**src/rtl/control_unit.sv**
```systemverilog
// Hardwired T0-T7 sequencer for the 32-bit bus datapath.
// Fetch in T0-T2, opcode-driven execute in T3-T7, plus a HALT sink.
module control_unit (
    input  logic        clk,
    input  logic        clr,
    input  logic [31:0] IR,
    input  logic        CON,
    output logic        PCout,
    output logic        MARin,
    output logic        IncPC,
    output logic        Zin,
    output logic        PCin,
    output logic        Zlowout,
    output logic        MDRRead,
    output logic        MDRin,
    output logic        MDRout,
    output logic        IRin,
    output logic        Yin,
    output logic        Cout,
    output logic        Gra,
    output logic        Grb,
    output logic        Grc,
    output logic        Rin_in,
    output logic        Rout_in,
    output logic        BAout,
    output logic        CONin,
    output logic        RAMwrite,
    output logic [11:0] ALUControl,
    output logic        Run
);

    typedef enum logic [3:0] {
        T0, T1, T2, T3, T4, T5, T6, T7, HALT
    } state_t;

    localparam logic [4:0] OP_LD   = 5'b00000;
    localparam logic [4:0] OP_LDI  = 5'b00001;
    localparam logic [4:0] OP_ST   = 5'b00010;
    localparam logic [4:0] OP_ADD  = 5'b00011;
    localparam logic [4:0] OP_SUB  = 5'b00100;
    localparam logic [4:0] OP_AND  = 5'b00101;
    localparam logic [4:0] OP_OR   = 5'b00110;
    localparam logic [4:0] OP_ADDI = 5'b01100;
    localparam logic [4:0] OP_ANDI = 5'b01101;
    localparam logic [4:0] OP_ORI  = 5'b01110;
    localparam logic [4:0] OP_BRZR = 5'b10010;
    localparam logic [4:0] OP_JR   = 5'b10100;
    localparam logic [4:0] OP_HALT = 5'b11011;

    localparam logic [11:0] ALU_ADD = 12'h001;
    localparam logic [11:0] ALU_SUB = 12'h002;
    localparam logic [11:0] ALU_AND = 12'h004;
    localparam logic [11:0] ALU_OR  = 12'h008;

    state_t      state;
    logic [4:0]  opcode;
    logic        is_ld;
    logic        is_ldi;
    logic        is_st;
    logic        is_alu_r;
    logic        is_alu_i;
    logic        is_brzr;
    logic        is_jr;
    logic        is_halt;
    logic        is_mem;
    logic        is_long;
    logic [11:0] alu_sel;

    assign opcode   = IR[31:27];
    assign is_ld    = (opcode == OP_LD);
    assign is_ldi   = (opcode == OP_LDI);
    assign is_st    = (opcode == OP_ST);
    assign is_alu_r = (opcode == OP_ADD) || (opcode == OP_SUB) ||
                      (opcode == OP_AND) || (opcode == OP_OR);
    assign is_alu_i = (opcode == OP_ADDI) || (opcode == OP_ANDI) ||
                      (opcode == OP_ORI);
    assign is_brzr  = (opcode == OP_BRZR);
    assign is_jr    = (opcode == OP_JR);
    assign is_halt  = (opcode == OP_HALT);
    assign is_mem   = is_ld || is_st;
    assign is_long  = is_mem || is_ldi || is_alu_r ||
                      is_alu_i || is_brzr;

    // Address arithmetic for ld/ldi/st always adds the offset.
    always_comb begin
        alu_sel = ALU_ADD;
        case (opcode)
            OP_SUB:           alu_sel = ALU_SUB;
            OP_AND, OP_ANDI:  alu_sel = ALU_AND;
            OP_OR,  OP_ORI:   alu_sel = ALU_OR;
            default:          alu_sel = ALU_ADD;
        endcase
    end

    always_ff @(posedge clk) begin
        if (clr) begin
            state <= T0;
        end else begin
            case (state)
                T0:   state <= T1;
                T1:   state <= T2;
                T2:   state <= T3;
                T3: begin
                    if (is_halt)      state <= HALT;
                    else if (is_long) state <= T4;
                    else              state <= T0;
                end
                T4:   state <= T5;
                T5:   state <= (is_mem || is_brzr) ? T6 : T0;
                T6:   state <= is_mem ? T7 : T0;
                T7:   state <= T0;
                HALT: state <= HALT;
                default: state <= T0;
            endcase
        end
    end

    always_comb begin
        PCout      = 1'b0;
        MARin      = 1'b0;
        IncPC      = 1'b0;
        Zin        = 1'b0;
        PCin       = 1'b0;
        Zlowout    = 1'b0;
        MDRRead    = 1'b0;
        MDRin      = 1'b0;
        MDRout     = 1'b0;
        IRin       = 1'b0;
        Yin        = 1'b0;
        Cout       = 1'b0;
        Gra        = 1'b0;
        Grb        = 1'b0;
        Grc        = 1'b0;
        Rin_in     = 1'b0;
        Rout_in    = 1'b0;
        BAout      = 1'b0;
        CONin      = 1'b0;
        RAMwrite   = 1'b0;
        ALUControl = 12'h000;
        Run        = !clr && (state != HALT);
        if (!clr) begin
            case (state)
                T0: begin
                    PCout = 1'b1;
                    MARin = 1'b1;
                    IncPC = 1'b1;
                    Zin   = 1'b1;
                end
                T1: begin
                    Zlowout = 1'b1;
                    PCin    = 1'b1;
                    MDRRead = 1'b1;
                    MDRin   = 1'b1;
                end
                T2: begin
                    MDRout = 1'b1;
                    IRin   = 1'b1;
                end
                T3: begin
                    unique case (1'b1)
                        is_alu_r, is_alu_i: begin
                            Grb     = 1'b1;
                            Rout_in = 1'b1;
                            Yin     = 1'b1;
                        end
                        is_ldi, is_mem: begin
                            Grb   = 1'b1;
                            BAout = 1'b1;
                            Yin   = 1'b1;
                        end
                        is_brzr: begin
                            Gra     = 1'b1;
                            Rout_in = 1'b1;
                            CONin   = 1'b1;
                        end
                        is_jr: begin
                            Gra     = 1'b1;
                            Rout_in = 1'b1;
                            PCin    = 1'b1;
                        end
                        default: ;
                    endcase
                end
                T4: begin
                    unique case (1'b1)
                        is_alu_r: begin
                            Grc        = 1'b1;
                            Rout_in    = 1'b1;
                            ALUControl = alu_sel;
                            Zin        = 1'b1;
                        end
                        is_alu_i, is_ldi, is_mem: begin
                            Cout       = 1'b1;
                            ALUControl = alu_sel;
                            Zin        = 1'b1;
                        end
                        is_brzr: begin
                            PCout = 1'b1;
                            Yin   = 1'b1;
                        end
                        default: ;
                    endcase
                end
                T5: begin
                    unique case (1'b1)
                        is_alu_r, is_alu_i, is_ldi: begin
                            Zlowout = 1'b1;
                            Gra     = 1'b1;
                            Rin_in  = 1'b1;
                        end
                        is_mem: begin
                            Zlowout = 1'b1;
                            MARin   = 1'b1;
                        end
                        is_brzr: begin
                            Cout       = 1'b1;
                            ALUControl = ALU_ADD;
                            Zin        = 1'b1;
                        end
                        default: ;
                    endcase
                end
                T6: begin
                    unique case (1'b1)
                        is_ld: begin
                            MDRRead = 1'b1;
                            MDRin   = 1'b1;
                        end
                        // MDRRead low steers the bus into MDR.
                        is_st: begin
                            Gra     = 1'b1;
                            Rout_in = 1'b1;
                            MDRin   = 1'b1;
                        end
                        is_brzr: begin
                            Zlowout = CON;
                            PCin    = CON;
                        end
                        default: ;
                    endcase
                end
                T7: begin
                    unique case (1'b1)
                        is_ld: begin
                            MDRout = 1'b1;
                            Gra    = 1'b1;
                            Rin_in = 1'b1;
                        end
                        is_st: RAMwrite = 1'b1;
                        default: ;
                    endcase
                end
                default: ;
            endcase
        end
    end

endmodule
```
**config.mk**
```make
export PLATFORM = sky130hd
export DESIGN_NAME = control_unit
export DESIGN_NICKNAME = d
export VERILOG_FILES = /design/src/rtl/control_unit.sv
export SDC_FILE = /design/constraint.sdc
export NUM_CORES = 1
export LEC_CHECK = 0
export BUFFER_PORTS_ARGS = -buffer_cell sky130_fd_sc_hd__clkbuf_2
export CAP_MARGIN = 25
export CORE_MARGIN = 2
export CORE_UTILIZATION = 36
export DETAILED_ROUTE_END_ITERATION = 10
export PLACE_DENSITY = 0.76
export REMOVE_ABC_BUFFERS = 1
export SYNTH_ARGS = -nofsm -noshare
export SYNTH_HDL_FRONTEND = slang
export SYNTH_SLANG_ARGS = --single-unit
```
**constraint.sdc**
```tcl
create_clock -name clk -period 1.5 [get_ports clk]
set_input_delay 0.15 -clock clk [delete_from_list [all_inputs] [get_ports clk]]
set_output_delay 0.15 -clock clk [all_outputs]
set_load 0.03 [all_outputs]
```
==> impl_metrics.tcl, run 1 <==
set metrics [dict create \
    clock.fmax_mhz 457 \
    report.final.slew_viol_count 0 \
    h-tree-depth 1 \
    routed_via_density 6.37 \
    vias 1638 \
    peakVddDrop_mv 0.377 \
    finalNetCount 264 \
    gp_congestion 0.922 \
    grt_pass1_wl_um 7420 \
    wire_per_inst_um 23.8 \
    violations "negative setup slack" \
    cts_buffer_depth 2 \
    syn_to_final_growth_pct 143 \
    drt_wl_total_um 6120 \
    start_util_pct 37.3 \
    cts_buffers 3 \
    period_share_pct 146 \
    powerDensity_mw_per_mm2 396 \
    grt_antenna_before_repair 0 \
    cts.sinks 4 \
    hp-class "input pin to flop" \
    regMostFlops "state" \
    cp_max_fo 3 \
    nFillCells 88 \
    largest_reg_flops 4 \
    diodes 0 \
    path_cells "or3b_4 -> a2111oi_4 -> a31oi_2 -> a211oi_2 -> clkbuf_8" \
    synthTopCellsByArea "dfxtp_1 (8.9%), a21oi_1 (7.8%), buf_4 (6.7%), nor2_1 (6.3%), clkbuf_1 (5.0%)" \
    die_x_um 54.0 \
    placementRows 18 \
    syn_area_per_cell_um2 6.11 \
    final_hold_viol_count 0 \
    drc_errors 0 \
    insertion_delay_ns 0.26 \
    multi_input_area_mm2 0.00107 \
    criticalPathCategory "flop to output port" \
    fin_util_pct 90.8 \
    synth_cell_type_count 41 \
    synth_cells 147 \
    die-area_mm2 0.00291 \
    io_pins 68 \
    cts_root_buffer "clkbuf_4" \
    grt_pass1_vias 1488 \
    fin_area_mm2 0.00219 \
    drive_gt1_share_pct 73.1 \
    timing.final.crit_period_ns 2.19 \
    core_area_mm2 0.00241 \
    synth_area_leader_cell "dfxtp_1" \
    ys_warn_count 0 \
    maxCapViolCount 0 \
    critical-path-top-delay-family "compound AO/OA/AOI/OAI gates" \
    crit_arrival_ns 2.04 \
    finalSetupViolations 26 \
    finalSetupTns_ns -9.71 \
    power_leakage_nw 0.906 \
    first_pass_iters 5 \
    cp-end-kind "output port" \
    die_h_um 54.0 \
    fin_ws_ns -0.688 \
    required_ns 1.35 \
    status "finished with violations" \
    placed_cell_area_mm2 0.00134 \
    fin_skew_ns 0.0170 \
    cp-start-kind "flop" \
    cts_tree "done" \
    track_usage_pct 36.0 \
    synth_area_um2 898 \
    drt_iter0_drc 85 \
    rsz0062_at_grt "true" \
    grt_overflow_total 0 \
    cts.clk_slew.worst_paths_ns 0.06 \
    synth_top_area_share_pct 8.91 \
    worstPathBufferInverterCount 1 \
    cp_slowest_stage_delay_ns 0.42 \
    reg_top3 "state (4)" \
    ys_seq_area_share_pct 8.91 \
    regArea_um2 85.1 \
    ant_nets 0 \
    slowest_stage "or3b_4" \
    hpwlAfterDp_um 2580 \
    io_buffers 32 \
    grt_max_degree 14 \
    postCtsHoldBufs 0 \
    ys_ff_latch 4 \
    power_mw 0.865 \
]
-- where the power goes --
part	internal, mW	total [mW]	switching [mW]
Sequential	0.113	0.117	0.00397
Combinational	0.250	0.588	0.338
Clock	0.0913	0.161	0.0698
Total	0.454	0.865	0.411
-- synth_stat cells, drive strengths merged --
master   instances
o31a             1
nand2            9
xnor2            1
nand3            4
buf             13
nor2            15
or3              1
or3b             4
nand4            1
nor3             4
inv              7
or4              2
nor4             6
and4             1
nor2b            4
dfxtp            4
conb             1
o21bai           1
o221ai           1
nor3b            3
a21oi           14
or2              3
o21ai            7
and2             1
clkbuf          12
o2111ai          1
o21a             2
o31ai            2
a2111oi          3
a211oi           3
nand2b           6
a311oi           2
nand3b           3
a31oi            3
and2b            1
or4b             1
-- metrics by stage --
stage          hold WS, ns  std cells  setup WS [ns]
2_1_floorplan        0.312        129         -0.915
3_3_place_gp         0.592        238         -0.437
3_5_place_dp         0.593        238         -0.450
4_1_cts              0.411        253         -0.564
5_1_grt              0.451        257         -0.688
6_report             0.446        257         -0.688
-- cell families after synthesis --
group,share of synthesized area (%)
buffers and inverters,18.1
DFF,8.91
and+or+nand+nor,43.3
other,0.417
xor gates and xnor gates,0.975
AOI/OAI and AO/OA,28.3
-- metal layers --
metal	GRT usage [%]	up-vias	routed length, µm
li1	-	677	-
met1	44.3	761	2090
met2	60.6	154	2930
met3	4.72	46	678
met4	18.4	0	418
met5	0	-	0
-- cell usage in the layout (no fill, tap or decap), types with 3 or more instances in the layout --
| cell type | count |
|---|---|
| nand2_1 | 6 |
| nand2b_4 | 4 |
| or3b_4 | 3 |
| dfxtp_2 | 4 |
| nand3b_1 | 3 |
| a21oi_2 | 7 |
| nor4_2 | 3 |
| a21oi_1 | 7 |
| nand3_1 | 3 |
| inv_2 | 3 |
| clkbuf_8 | 5 |
| buf_8 | 11 |
| buf_4 | 42 |
| o21ai_2 | 3 |
| or2_4 | 3 |
| inv_1 | 4 |
| buf_6 | 29 |
| clkbuf_2 | 7 |
| clkbuf_4 | 3 |
| nor2_4 | 7 |
| conb_1 | 8 |
| nor2_1 | 8 |
-- layout make-up --
| cell class | count | area share [%] |
|---|---|---|
| tap | 30 | 1.72 |
| timing repair buffer | 95 | 43.1 |
| inverter | 7 | 1.20 |
| clock buffer | 3 | 1.03 |
| sequential | 4 | 3.89 |
| multi-input combinational | 118 | 49.0 |
-- final timing paths --
check / to / slack [ns] / from / cells after the start
max: Gra / -0.69 / state[2] / 5
min reg2reg: state[0] / 0.66 / state[0] / 3
min: state[2] / 0.45 / clr / 4
max reg2reg: state[1] / -0.02 / state[1] / 8
-- worst min-delay path: stages --
cell	delay [ns]
clkbuf_2	0.09
buf_4	0.21
or2_4	0.17
a21oi_2	0.04
-- repair_timing --
| action | in CTS | in global routing |
|---|---|---|
| buffers inserted | 14 | 7 |
| pin swaps | 22 | 17 |
| gates cloned | 1 | 0 |
| resized for setup | 122 | 68 |
| setup endpoints to repair | 25 | 28 |
No activity file was read; power rests on OpenSTA's default activity.
==> inputs of run 2 (changes only) <==
Settings changed: CTS_BUF_LIST set to sky130_fd_sc_hd__clkbuf_16.
==> impl_metrics.tcl, run 2 (synthesized netlist as in run 1, its figures left out) <==
set metrics [dict create \
    status "finished with violations" \
    violations "negative setup slack" \
    largest_reg_flops 4 \
    path_cells "or3b_1 -> a2111oi_4 -> a31oi_2 -> a211oi_2 -> buf_4" \
    fin_ws_ns -0.613 \
    regMostFlops "state" \
    core_area_mm2 0.00241 \
    first_pass_iters 4 \
    nFillCells 94 \
    route.met2.wl_um 2890 \
    routed_via_density 6.16 \
    track_usage_pct 33.0 \
    diodes 0 \
    die_h_um 54.0 \
    min_path_cells 4 \
    placementRows 18 \
    cts.clk_slew.worst_paths_ns 0.03 \
    io_pins 68 \
    fin_area_mm2 0.00218 \
    rsz0062_at_grt "true" \
    maxCapViolCount 0 \
    finalSetupViolations 26 \
    insertion_delay_ns 0.24 \
    period_share_pct 141 \
    grt_pass1_vias 1389 \
    timing.final.crit_period_ns 2.11 \
    wire_per_inst_um 23.1 \
    crit_arrival_ns 1.96 \
    placed_cell_area_mm2 0.00134 \
    top_layer_used "met4" \
    gp_congestion 0.922 \
    hp-class "input pin to flop" \
    ant_nets 0 \
    grt_antenna_before_repair 0 \
    cts_root_buffer "clkbuf_16" \
    power_leakage_nw 0.925 \
    cp-start-kind "flop" \
    hpwlAfterDp_um 2580 \
    fin_skew_ns 0.00597 \
    cp-end-kind "output port" \
    criticalPathCategory "flop to output port" \
    slowest_stage "or3b_1" \
    clock.fmax_mhz 473 \
    die_x_um 54.0 \
    postCtsHoldBufs 0 \
    cts_buffer_depth 2 \
    final_hold_viol_count 0 \
    syn_to_final_growth_pct 143 \
    cts.sinks 4 \
    drt_wl_total_um 6030 \
    dr_wl_met3_um 520 \
    drc_errors 0 \
    critPathLaunch "state[2]" \
    most-common-layout-cells "buf_4 (51), buf_6 (29), nor2_1 (9)" \
    grt_pass1_wl_um 6720 \
    reg_top3 "state (4)" \
    io_buffers 32 \
    r2r-start "state[1]" \
    cp_slowest_stage_delay_ns 0.42 \
    reg2regPathDepth 6 \
    grt_max_degree 17 \
    powerDensity_mw_per_mm2 519 \
    drive_gt1_share_pct 70.6 \
    drt_iter0_drc 77 \
    h-tree-depth 1 \
    cp_max_fo 3 \
    grt_overflow_total 0 \
    cts_buffers 3 \
    report.final.slew_viol_count 0 \
    required_ns 1.35 \
    vias 1609 \
    reg2reg_slack_ns -0.03 \
    whs_ns 0.484 \
    start_util_pct 37.3 \
    cts_tree "done" \
    peakVddDrop_mv 0.664 \
    drt-met1-wl_um 2250 \
    finalNetCount 268 \
    worstHoldStart "clr" \
    layout_commonest_cell "buf_4" \
    die-area_mm2 0.00291 \
]
## run 2: changes by cell type in the layout (fill, tap and decap cells not counted), sizes merged
cell,change
bufbuf,-1
buf,+5
## run 2: critical path: cells and delay by family (launching register included)
kind,cells,cell delay [ns]
AOI/OAI and AO/OA,3,0.73
buffers and inverters,1,0.20
DFF,1,0.36
and+or+nand+nor,1,0.42
## run 2: layout make-up
cell class                 count  area [µm²]  share of cell area [%]
multi-input combinational    118        1050                    48.1
timing repair buffer          99         908                    41.7
sequential                     4        85.1                    3.90
clock buffer                   3        75.1                    3.44
tap                           30        37.5                    1.72
inverter                       7        26.3                    1.20
## run 2: where the power goes
group	switching, mW	internal (mW)
clock	0.0987	0.343
combinational	0.330	0.242
sequential	0.00408	0.113
total	0.433	0.698
## run 2: final timing paths
check	end
max reg2reg	state[2]
min	state[2]
min reg2reg	state[3]
max	Rout_in
## run 2: what timing repair did
action | 4_1_cts | 5_1_grt
resized for setup | 78 | 98
setup buffers | 4 | 17
pin swaps | 14 | 19
gates cloned | 1 | 0
endpoints found under the setup margin | 25 | 28
## run 2: per-stage QoR
step | total power [mW] | TNS (ns) | worst slack, ns | instances | util (%)
finish | 1.13 | -9.31 | -0.613 | 261 | 90.5
global route | 1.16 | -10.16 | -0.642 | 261 | 90.5
CTS | 0.959 | -7.93 | -0.533 | 246 | 72.7
detailed placement | 0.454 | -6.17 | -0.450 | 238 | 55.6
global placement | 0.448 | -6.10 | -0.437 | 238 | 55.6
floorplan | 0.290 | -8.79 | -0.915 | 129 | -
## run 2: per-layer routing
metal	track usage (%)	vias to the layer above
li1	-	684
met1	40.5	757
met2	56.7	128
met3	4.72	40
met4	14.1	0
met5	0	-
==> inputs of run 3 (changes only) <==
Settings changed: BUFFER_PORTS_ARGS -buffer_cell sky130_fd_sc_hd__clkbuf_2 to unset, CORE_UTILIZATION 36 to 50, DONT_BUFFER_PORTS set to 1, PLACE_DENSITY 0.76 to 0.68.
==> impl_metrics.tcl, run 3 <==
set metrics [dict create \
    haltStage "global routing" \
    ys_seq_area_share_pct 8.91 \
    ys_top_cells_by_count "nor2_1 (15), a21oi_1 (14), clkbuf_1 (12)" \
    ys_ff_latch 4 \
    syn_area_per_cell_um2 6.11 \
    synth_area_um2 898 \
    h-tree-depth 1 \
    hpwlAfterDp_um 2240 \
    status "aborted with a tool error" \
    synth_xor_area_share_pct 0.975 \
    worst_endpoint_kind "primary output" \
    cts_root_buffer "clkbuf_16" \
    die_x_um 46.4 \
    synth_top_flop_cell "dfxtp_1" \
    cts_buffers 3 \
    yosys.area_share.simple_pct 43.3 \
    synth_cells 147 \
    synth-edff-count 0 \
    ys_warn_count 0 \
    gp_congestion 0.924 \
    grt-worst-endpoint "Gra" \
    start_util_pct 52.6 \
    grt_max_degree 19 \
    synth_top_family_by_area "simple AND/OR/NAND/NOR gates" \
    cts_buffer_depth 2 \
    io_buffers 0 \
    post-place-ws_ns -0.369 \
    io_pins 68 \
    synth_compound_area_share_pct 28.3 \
    synthTopCellsByArea "dfxtp_1 (8.9%), a21oi_1 (7.8%), buf_4 (6.7%), nor2_1 (6.3%), clkbuf_1 (5.0%)" \
    yosysMostFrequentCell "nor2_1" \
    synth_top_area_share_pct 8.91 \
    synth_mux_area_share_pct 0 \
    tool.error "[ERROR DPL-0038] Utilization greater than 100%, impossible to legalize" \
    die_h_um 46.4 \
    cts.sinks 4 \
    synth_area_leader_cell "dfxtp_1" \
    synth_cell_type_count 41 \
    synthAdderAreaFrac_pct 0 \
    async_flop_share_pct 0 \
    placementRows 15 \
]
## run 3: logic make-up after synthesis
group | after synthesis
AOI/OAI and AO/OA | 40
xor gates and xnor gates | 1
buffers and inverters | 32
DFF | 4
other | 1
and+or+nand+nor | 69
## run 3: stage by stage
| stage | std cells | instance area, µm² |
|---|---|---|
| after CTS | 215 | 1650 |
| after global placement | 199 | 1170 |
| after detailed placement | 199 | 1170 |
| after floorplan | 129 | 788 |
## run 3: what timing repair did
| item | in CTS |
|---|---|
| hold buffers | 0 |
| endpoints found under the setup margin | 27 |
| gates resized for setup | 78 |
| buffers inserted | 13 |
| pin swaps | 18 |
| cloned | 1 |
==> inputs of run 4 (changes only) <==
Settings changed: CORE_AREA set to 2 2 63 65, CORE_MARGIN 2 to unset, CORE_UTILIZATION 50 to unset, CTS_BUF_LIST sky130_fd_sc_hd__clkbuf_16 to unset, DIE_AREA set to 0 0 65 67, PLACE_DENSITY 0.68 to unset, PLACE_DENSITY_LB_ADDON set to 0.15.
Clock period 1.5 ns to 2 ns, I/O delays scaled along.
==> impl_metrics.tcl, run 4 (synthesized netlist as in run 1, its figures left out) <==
set metrics [dict create \
    whs_ns 0.166 \
    syn_to_final_growth_pct 40.8 \
    routed_via_density 5.32 \
    timing.final.crit_period_ns 2.06 \
    cp-end-kind "output port" \
    grt_antenna_before_repair 0 \
    cts.sinks 4 \
    fin_skew_ns 0.00398 \
    grt_overflow_total 0 \
    cts_buffers 3 \
    cp_slowest_stage_delay_ns 0.42 \
    cts_root_buffer "clkbuf_8" \
    cts_tree "done" \
    die-area_mm2 0.00436 \
    min_path_cells 2 \
    postCtsHoldBufs 0 \
    grt_use_met2_pct 24.4 \
    final_hold_viol_count 0 \
    cts.clk_slew.worst_paths_ns 0.03 \
    h-tree-depth 1 \
    clock.fmax_mhz 486 \
    grt_pass1_wl_um 5420 \
    ant_nets 0 \
    cts_buffer_depth 2 \
    drt_wl_total_um 3300 \
    drt_iter0_drc 69 \
    cp-start-kind "flop" \
    finalNetCount 202 \
    fin_area_mm2 0.00126 \
    io_pins 68 \
    powerDensity_mw_per_mm2 362 \
    grt_pass1_vias 1069 \
    start_util_pct 24.9 \
    status "finished with violations" \
    peakVddDrop_mv 0.165 \
    placementRows 22 \
    cp_max_fo 2 \
    placed_cell_area_mm2 0.00110 \
    path_cells "or3b_4 -> a2111oi_4 -> a31oi_2 -> a211oi_2 -> buf_4" \
    grt_max_degree 21 \
    required_ns 1.80 \
    core_area_mm2 0.00361 \
    fin_ws_ns -0.0581 \
    die_x_um 65 \
    finalSetupViolations 3 \
    die_h_um 67 \
    drc_errors 0 \
    first_pass_iters 4 \
    io_buffers 0 \
    drive_gt1_share_pct 37.0 \
    reg2regPathDepth 6 \
    criticalPathCategory "flop to output port" \
    power_mw 0.458 \
    slowest_stage "or3b_4" \
    power_leakage_nw 0.498 \
    hpwlAfterDp_um 2380 \
    track_usage_pct 16.0 \
    hp-class "input pin to flop" \
    most-common-layout-cells "buf_4 (30), nor2_1 (14), a21oi_1 (13)" \
    layout_commonest_cell "buf_4" \
    report.final.slew_viol_count 0 \
    vias 1133 \
    reg_top3 "state (4)" \
    fin_util_pct 35.1 \
    regMostFlops "state" \
    period_share_pct 103 \
    largest_reg_flops 4 \
    gp_congestion 0.829 \
    diodes 0 \
    wire_per_inst_um 15.5 \
    use_met3_pct 4.05 \
    gr-usage-met1_pct 22.7 \
    crit_arrival_ns 1.86 \
    rsz0062_at_grt "true" \
    post_cts_buffers 0 \
    grt_busiest_layer "met2" \
    maxCapViolCount 0 \
    insertion_delay_ns 0.22 \
    violations "negative setup slack" \
]
## run 4: worst paths after layout
check | slack (ns) | end | start
worst max-delay path | -0.06 | Rout_in | state[0]
worst min-delay path | 0.17 | state[2] | clr
worst max register to register | 0.67 | state[1] | state[0]
worst min register to register | 0.61 | state[0] | state[0]
## run 4: power breakdown
part | internal [mW] | leakage (nW) | switching (mW)
Combinational | 0.0666 | 0.443 | 0.134
Clock | 0.128 | 0.0216 | 0.0402
Sequential | 0.0850 | 0.0338 | 0.00387
## run 4: stage by stage
stage / setup TNS, ns / cells / worst slack, ns
detailed placement: 0 / 210 / 0.0524
floorplan: -1.76 / 129 / -0.465
global placement: 0 / 210 / 0.0497
finish: -0.119 / 213 / -0.0581
global route: -0.290 / 213 / -0.111
CTS: -0.122 / 213 / -0.0837
## run 4: worst max-delay path, delay by kind of cell, from the launching register on
kind            cells  cell delay (ns)
flops               1             0.32
simple gates        1             0.42
compound gates      3             0.70
buf+inv             1             0.20
## run 4: area by class of cell
| type | count | area (µm²) |
|---|---|---|
| inverter | 7 | 26.3 |
| timing repair buffer | 33 | 263 |
| sequential | 4 | 83.8 |
| clock buffer | 3 | 41.3 |
| multi-input combinational | 118 | 791 |
| fill | 405 | 2340 |
| tap | 48 | 60.1 |
## run 4: repair_timing
item | 4_1_cts | 5_1_grt
setup endpoints to repair | 8 | 9
gates resized for setup | 20 | 11
cloned | 0 | 0
pin swaps | 6 | 5
## run 4: metal layers
layer	routed length (µm)	part of all wire (%)	vias up
li1	-	-	550
met1	1550	47	531
met2	1480	45	50
met3	254	7.7	2
met4	16	0.48	0
met5	0	0	-
